[src/rtl/uart_cfg.sv]
// uart_cfg: 16x-oversampled UART (one TX, one RX) with per-frame format and a shared fractional baud generator.
// Build option: define UART_CFG_PARITY_EN to include parity generation and checking.
module uart_cfg #(
    parameter int ACC_W = 12,
    parameter int ADD_W = 11
) (
    input  logic             CLK_I,
    input  logic             RESET_I,
    input  logic [ADD_W-1:0] ADD_I,
    input  logic [1:0]       CFG_BITS_I,
    input  logic [1:0]       CFG_PAR_I,
    input  logic             CFG_STOP2_I,
    input  logic [7:0]       TX_DATA_I,
    input  logic             TX_VALID_I,
    output logic             TX_READY_O,
    output logic             TX_O,
    input  logic             RX_I,
    output logic [7:0]       RX_DATA_O,
    output logic             RX_VALID_O,
    output logic             RX_PERR_O,
    output logic             RX_FERR_O
);

    typedef enum logic [2:0] {T_IDLE, T_START, T_DATA, T_PAR, T_STOP1, T_STOP2} tx_state_t;
    typedef enum logic [2:0] {R_IDLE, R_START, R_DATA, R_PAR, R_STOP, R_BRK} rx_state_t;

    logic [ACC_W:0] acc;
    logic           tick16;
    logic           cfg_par_en;
    logic           cfg_par_odd;

    always_ff @(posedge CLK_I or posedge RESET_I) begin
        if (RESET_I) acc <= '0;
        else         acc <= {1'b0, acc[ACC_W-1:0]} + {{(ACC_W + 1 - ADD_W){1'b0}}, ADD_I};
    end
    assign tick16 = acc[ACC_W];

`ifdef UART_CFG_PARITY_EN
    assign cfg_par_en  = CFG_PAR_I[1];
    assign cfg_par_odd = CFG_PAR_I[0];
`else
    logic unused_par;
    assign cfg_par_en  = 1'b0;
    assign cfg_par_odd = 1'b0;
    assign unused_par  = ^CFG_PAR_I;
`endif

    // ---------------- transmitter ----------------
    tx_state_t  tx_state, tx_state_n;
    logic [3:0] tx_sub, tx_sub_n;
    logic [2:0] tx_idx, tx_idx_n;
    logic [2:0] tx_last, tx_last_n;
    logic [7:0] tx_data, tx_data_n;
    logic       tx_par_en, tx_par_en_n;
    logic       tx_par_odd, tx_par_odd_n;
    logic       tx_stop2, tx_stop2_n;
    logic       tx_bit_end;
    logic       tx_line_d;
    logic       tx_ready_d;

    assign tx_bit_end = tick16 && (tx_sub == 4'd15);

    always_ff @(posedge CLK_I or posedge RESET_I) begin
        if (RESET_I) begin
            tx_state  <= T_IDLE;
            tx_sub    <= 4'd0;
            tx_idx    <= 3'd0;
            tx_par_en <= 1'b0;
            tx_stop2  <= 1'b0;
        end else begin
            tx_state  <= tx_state_n;
            tx_sub    <= tx_sub_n;
            tx_idx    <= tx_idx_n;
            tx_par_en <= tx_par_en_n;
            tx_stop2  <= tx_stop2_n;
        end
    end

    always_ff @(posedge CLK_I) begin
        tx_data    <= tx_data_n;
        tx_last    <= tx_last_n;
        tx_par_odd <= tx_par_odd_n;
    end

    always_comb begin
        tx_state_n   = tx_state;
        tx_sub_n     = tx_sub;
        tx_idx_n     = tx_idx;
        tx_last_n    = tx_last;
        tx_data_n    = tx_data;
        tx_par_en_n  = tx_par_en;
        tx_par_odd_n = tx_par_odd;
        tx_stop2_n   = tx_stop2;
        if (tick16) tx_sub_n = tx_sub + 4'd1;
        case (tx_state)
            T_IDLE: begin
                // Sub-bit count restarts at the handshake so every state spans 16 ticks from there.
                tx_sub_n = 4'd0;
                if (TX_VALID_I && TX_READY_O) begin
                    tx_state_n   = T_START;
                    tx_idx_n     = 3'd0;
                    tx_data_n    = TX_DATA_I & (8'hFF >> (2'd3 - CFG_BITS_I));
                    tx_last_n    = 3'd4 + {1'b0, CFG_BITS_I};
                    tx_par_en_n  = cfg_par_en;
                    tx_par_odd_n = cfg_par_odd;
                    tx_stop2_n   = CFG_STOP2_I;
                end
            end
            T_START: if (tx_bit_end) tx_state_n = T_DATA;
            T_DATA: begin
                if (tx_bit_end) begin
                    if (tx_idx == tx_last) tx_state_n = tx_par_en ? T_PAR : T_STOP1;
                    else                   tx_idx_n   = tx_idx + 3'd1;
                end
            end
            T_PAR:   if (tx_bit_end) tx_state_n = T_STOP1;
            T_STOP1: if (tx_bit_end) tx_state_n = tx_stop2 ? T_STOP2 : T_IDLE;
            T_STOP2: if (tx_bit_end) tx_state_n = T_IDLE;
            default: tx_state_n = T_IDLE;
        endcase
    end

    // Line level is decoded from the next state so TX_O leaves a flop in step with the state change.
    always_comb begin
        tx_line_d  = 1'b1;
        tx_ready_d = (tx_state_n == T_IDLE);
        case (tx_state_n)
            T_START: tx_line_d = 1'b0;
            T_DATA:  tx_line_d = tx_data_n[tx_idx_n];
            T_PAR:   tx_line_d = (^tx_data_n) ^ tx_par_odd_n;
            default: tx_line_d = 1'b1;
        endcase
    end

    always_ff @(posedge CLK_I or posedge RESET_I) begin
        if (RESET_I) begin
            TX_O       <= 1'b1;
            TX_READY_O <= 1'b0;
        end else begin
            TX_O       <= tx_line_d;
            TX_READY_O <= tx_ready_d;
        end
    end

    // ---------------- receiver input conditioning ----------------
    logic rx_s1, rx_s2, rx_h0, rx_h1, rx_f;

    always_ff @(posedge CLK_I or posedge RESET_I) begin
        if (RESET_I) begin
            rx_s1 <= 1'b1;
            rx_s2 <= 1'b1;
            rx_h0 <= 1'b1;
            rx_h1 <= 1'b1;
            rx_f  <= 1'b1;
        end else begin
            rx_s1 <= RX_I;
            rx_s2 <= rx_s1;
            rx_h0 <= rx_s2;
            rx_h1 <= rx_h0;
            if ((rx_s2 == rx_h0) && (rx_h0 == rx_h1)) rx_f <= rx_h1;
        end
    end

    // ---------------- receiver ----------------
    rx_state_t  rx_state, rx_state_n;
    logic [3:0] rx_sub, rx_sub_n;
    logic [2:0] rx_idx, rx_idx_n;
    logic [2:0] rx_last, rx_last_n;
    logic [7:0] rx_shift, rx_shift_n;
    logic       rx_par_en, rx_par_en_n;
    logic       rx_par_odd, rx_par_odd_n;
    logic       rx_par_acc, rx_par_acc_n;
    logic       v7, v8;
    logic       rx_bit, rx_mid, rx_end;
    logic       rx_valid_d, rx_perr_d, rx_ferr_d;

    assign rx_bit = (v7 & v8) | (v7 & rx_f) | (v8 & rx_f);
    assign rx_mid = tick16 && (rx_sub == 4'd9);
    assign rx_end = tick16 && (rx_sub == 4'd15);

    always_ff @(posedge CLK_I or posedge RESET_I) begin
        if (RESET_I) begin
            rx_state  <= R_IDLE;
            rx_sub    <= 4'd0;
            rx_idx    <= 3'd0;
            rx_par_en <= 1'b0;
        end else begin
            rx_state  <= rx_state_n;
            rx_sub    <= rx_sub_n;
            rx_idx    <= rx_idx_n;
            rx_par_en <= rx_par_en_n;
        end
    end

    always_ff @(posedge CLK_I) begin
        rx_last    <= rx_last_n;
        rx_shift   <= rx_shift_n;
        rx_par_odd <= rx_par_odd_n;
        rx_par_acc <= rx_par_acc_n;
        if (tick16 && rx_sub == 4'd7) v7 <= rx_f;
        if (tick16 && rx_sub == 4'd8) v8 <= rx_f;
    end

    always_comb begin
        rx_state_n   = rx_state;
        rx_sub_n     = rx_sub;
        rx_idx_n     = rx_idx;
        rx_last_n    = rx_last;
        rx_shift_n   = rx_shift;
        rx_par_en_n  = rx_par_en;
        rx_par_odd_n = rx_par_odd;
        rx_par_acc_n = rx_par_acc;
        if (tick16) rx_sub_n = rx_sub + 4'd1;
        case (rx_state)
            R_IDLE: begin
                // The detecting tick is sub-sample 0 of the start bit.
                rx_sub_n = 4'd0;
                if (tick16 && !rx_f) begin
                    rx_state_n = R_START;
                    rx_sub_n   = 4'd1;
                end
            end
            R_START: begin
                if (rx_mid) begin
                    if (rx_bit) begin
                        rx_state_n = R_IDLE;
                        rx_sub_n   = 4'd0;
                    end else begin
                        rx_idx_n     = 3'd0;
                        rx_shift_n   = 8'h00;
                        rx_par_acc_n = 1'b0;
                        rx_last_n    = 3'd4 + {1'b0, CFG_BITS_I};
                        rx_par_en_n  = cfg_par_en;
                        rx_par_odd_n = cfg_par_odd;
                    end
                end else if (rx_end) begin
                    rx_state_n = R_DATA;
                end
            end
            R_DATA: begin
                if (rx_mid) begin
                    rx_shift_n[rx_idx] = rx_bit;
                    rx_par_acc_n       = rx_par_acc ^ rx_bit;
                end
                if (rx_end) begin
                    if (rx_idx == rx_last) rx_state_n = rx_par_en ? R_PAR : R_STOP;
                    else                   rx_idx_n   = rx_idx + 3'd1;
                end
            end
            R_PAR: begin
                if (rx_mid) rx_par_acc_n = rx_par_acc ^ rx_bit;
                if (rx_end) rx_state_n = R_STOP;
            end
            R_STOP: begin
                if (rx_mid) begin
                    rx_state_n = rx_bit ? R_IDLE : R_BRK;
                    rx_sub_n   = 4'd0;
                end
            end
            R_BRK: begin
                // Hold off until the line is released so a long break yields a single frame.
                rx_sub_n = 4'd0;
                if (rx_f) rx_state_n = R_IDLE;
            end
            default: rx_state_n = R_IDLE;
        endcase
    end

    always_comb begin
        rx_valid_d = (rx_state == R_STOP) && rx_mid;
        rx_ferr_d  = rx_valid_d && !rx_bit;
        rx_perr_d  = rx_valid_d && rx_par_en && (rx_par_acc ^ rx_par_odd);
    end

    always_ff @(posedge CLK_I or posedge RESET_I) begin
        if (RESET_I) begin
            RX_DATA_O  <= 8'h00;
            RX_VALID_O <= 1'b0;
            RX_PERR_O  <= 1'b0;
            RX_FERR_O  <= 1'b0;
        end else begin
            RX_VALID_O <= rx_valid_d;
            RX_PERR_O  <= rx_perr_d;
            RX_FERR_O  <= rx_ferr_d;
            if (rx_valid_d) RX_DATA_O <= rx_shift;
        end
    end

endmodule
[config.mk]
export PLATFORM = sky130hd
export DESIGN_NAME = uart_cfg
export DESIGN_NICKNAME = d
export VERILOG_FILES = /design/src/rtl/uart_cfg.sv
export SDC_FILE = /design/constraint.sdc
export NUM_CORES = 1
export LEC_CHECK = 0
export ABC_AREA = 1
export BUFFER_PORTS_ARGS = -buffer_cell sky130_fd_sc_hd__buf_2
export CORE_MARGIN = 2
export CORE_UTILIZATION = 55
export DETAILED_ROUTE_END_ITERATION = 16
export PLACE_DENSITY = 0.81
export SYNTH_ARGS = -nofsm -noshare
export SYNTH_HDL_FRONTEND = slang
export SYNTH_SLANG_ARGS = --single-unit
[constraint.sdc]
create_clock -name CLK_I -period 5.6 [get_ports CLK_I]
set_clock_uncertainty 0.1 [all_clocks]
set_input_delay 0.28 -clock CLK_I [delete_from_list [all_inputs] [get_ports CLK_I]]
set_output_delay 0.28 -clock CLK_I [all_outputs]
set_load 0.05 [all_outputs]
==> impl_metrics.env <==
export IMPL_tightest_slew_ps=1170
export IMPL_clock_sinks=74
export IMPL_drc=0
export IMPL_ys_seq_area_share_pct=47.2
export IMPL_drt_iter0_drc=142
export IMPL_final_cell_mix="nand2_1, inv_1, dfrtp_1"
export IMPL_ff_latch_area_um2=1880
export IMPL_grt_setup_unrepaired="no"
export IMPL_nets=573
export IMPL_die_area_um2=7960
export IMPL_path_cells="inv_2, nand2_1, nor2_2, inv_1, o21ai_0"
export IMPL_p_leak_nw=2.26
export IMPL_fillers=621
export IMPL_io_buffer_count=37
export IMPL_multi_input_area_um2=1840
export IMPL_ys_ff_latch=74
export IMPL_hold_ws_ps=42.6
export IMPL_via_per_inst=5.19
export IMPL_start_util_pct=55.9
export IMPL_antenna_found_initial=0
export IMPL_synthMuxAreaShare_pct=0
export IMPL_cts_tree="built"
export IMPL_floorplan_rows=31
export IMPL_netlist_top_cell_by_area="dfrtp_1"
export IMPL_crit_family="compound AO/OA/AOI/OAI gates"
export IMPL_synth_edff_count=14
export IMPL_power_mw=2.07
export IMPL_final_common_cell="nand2_1"
export IMPL_syn_num_nets=528
export IMPL_clkLatencyLatePin_ps=350
export IMPL_cts_buffers=9
export IMPL_critPathBufInv=2
export IMPL_synth_adder_area_share_pct=5.83
export IMPL_yosys_area_share_simple_pct=27.0
export IMPL_place_hpwl_mm=5.63
export IMPL_cap_violations=0
export IMPL_drt_pass1_iterations=4
export IMPL_power_density_nw_per_um2=458
export IMPL_synth_area_leaders="dfrtp_1, nand2_1, edfxtp_1, ha_1, inv_1"
export IMPL_async_flop_share_pct=68.9
export IMPL_setup_ws_ps=3220
export IMPL_ys_types=47
export IMPL_min_period_ps=2380
export IMPL_cp_data_required_time_ps=5470
export IMPL_postRouteWirelength_mm=7.77
export IMPL_crit_fanout=10
export IMPL_end_kind="flip-flop"
export IMPL_core_um2=7140
export IMPL_post_place_ws_ps=3270
export IMPL_yosysTopAreaCellShare_pct=28.2
export IMPL_timing_final_crit_share_pct=42.5
export IMPL_grt_pass1_vias=3165
export IMPL_post_cts_setup_buffers=0
export IMPL_dieHeight_um=89.2
export IMPL_cts_resized=0
export IMPL_synth_top_family_by_area="simple AND/OR/NAND/NOR gates"
export IMPL_avgSynthCellArea_um2=8.28
export IMPL_synth_compound_area_share_pct=9.93
export IMPL_yosysWarnings=0
export IMPL_final_antenna_net_count=0
export IMPL_ys_flop_type="dfrtp_1"
export IMPL_tns_ps=0
export IMPL_syn_area_um2=3990
export IMPL_vdd_drop_max_mv=0.271
export IMPL_cts_root_buf="clkbuf_8"
export IMPL_antenna_cells=0
export IMPL_wl_per_cell_um=12.3
export IMPL_cpMaxStageDelayCell="o21ai_0"
export IMPL_grt_max_degree=52
export IMPL_fp_dieW_um=89.2
export IMPL_final_util_pct=63.2
export IMPL_ctsLongestPathBuffers=2
export IMPL_path_clk_slew_ps=80
export IMPL_hold_viol=0
export IMPL_max_freq_mhz=420
export IMPL_grt_pass1_wl_mm=13.3
export IMPL_gp_congestion=0.866
export IMPL_max_slew_margin_pct=21.2
export IMPL_syn_inst=482
export IMPL_gr_total_overflow=0
export IMPL_drive_gt1_share_pct=15.4
export IMPL_htreeDepth=3
export IMPL_setup_violations=0
export IMPL_slew_violations=0
export IMPL_cp_arrival_ps=2250
export IMPL_hold_class="in -> reg"
export IMPL_grt_usage_pct=21.5
export IMPL_slowest_delay_ps=920
export IMPL_syn2layout_area_growth_pct=12.9
export IMPL_vias=3274
export IMPL_io_pins=41
export IMPL_status="finished, final reports clean"
export IMPL_cp_start_kind="flip-flop"
export IMPL_synth_xor_area_share_pct=3.07
export IMPL_critPathKind="reg -> reg"
-- power breakdown --
part / internal (mW) / total, mW / switching, mW
clock: 0.294 / 0.491 / 0.197
sequential: 0.673 / 0.749 / 0.0756
combinational: 0.300 / 0.827 / 0.527
-- cells in the mapped netlist (8+ instances only) --
master,count
nand2_1,128
inv_1,55
dfrtp_1,45
nor2_1,37
nand3_1,27
a21oi_1,25
o21ai_0,25
ha_1,17
edfxtp_1,14
nor3_1,12
nand4_1,11
dfxtp_1,9
xnor2_1,8
-- final cells by class --
type / count / share of cell area (%)
repair buffers: 38 / 4.33
clock buffers: 10 / 2.83
multi-input cells: 342 / 40.7
flip-flops and latches: 74 / 41.8
well taps: 99 / 2.75
clock inverters: 6 / 2.33
inverters: 62 / 5.27
-- metrics by stage --
stage	std cells	cell area [µm²]
6_report	631	4510
5_1_grt	631	4510
2_1_floorplan	482	3990
3_3_place_gp	614	4270
4_1_cts	631	4510
3_5_place_dp	614	4270
-- logic make-up after synthesis --
family	count (synthesis)
flip-flops	74
AO/OA/AOI/OAI	71
XOR/XNOR	14
other	1
adder cells (fa/ha/maj)	18
buffers and inverters	66
AND/OR/NAND/NOR	238
-- tightest hold or removal path: cells and delay by family --
family,cells,cell delay [ps]
AND/OR/NAND/NOR,2,100
buffers and inverters,1,80
-- flip-flops by register name, indices dropped and copies added, names as in the netlist, 2 cells and up --
register	count
RX_DATA_O	8
acc	13
rx_idx	3
rx_last	2
rx_shift	8
rx_state	3
rx_sub	4
tx_data	8
tx_idx	3
tx_last	2
tx_state	3
tx_sub	4
-- final timing paths --
check | depth (start not counted) | startpoint | slack, ps | to
setup / recovery | 5 | rx_state[2]$_DFFE_PP0P_ | 3220 | rx_shift[1]$_SDFFCE_PN0P_
hold reg to reg | 0 | rx_s1$_DFF_PP1_ | 260 | rx_s2$_DFF_PP1_
min in group asynchronous | 2 | RESET_I | 90 | acc[1]$_DFF_PP0_
max in group asynchronous | 2 | RESET_I | 4660 | rx_sub[1]$_DFF_PP0_
setup reg to reg | 5 | rx_state[2]$_DFFE_PP0P_ | 3220 | rx_shift[1]$_SDFFCE_PN0P_
hold / removal | 3 | CFG_STOP2_I | 40 | tx_stop2$_DFFE_PP0P_
-- what timing repair did --
action                     CTS  global route
setup endpoints to repair    0             0
hold endpoints to repair     1             0
hold buffers                 1             0
-- layer usage --
metal	wire length, µm	part of all wire (%)	GRT usage, %
met1	3420	44	25.6
met2	3950	51	37.2
met3	252	3.2	4.25
met4	144	1.9	10.6
met5	0	0	0
Note: power is estimated with default switching activity, not from simulation.
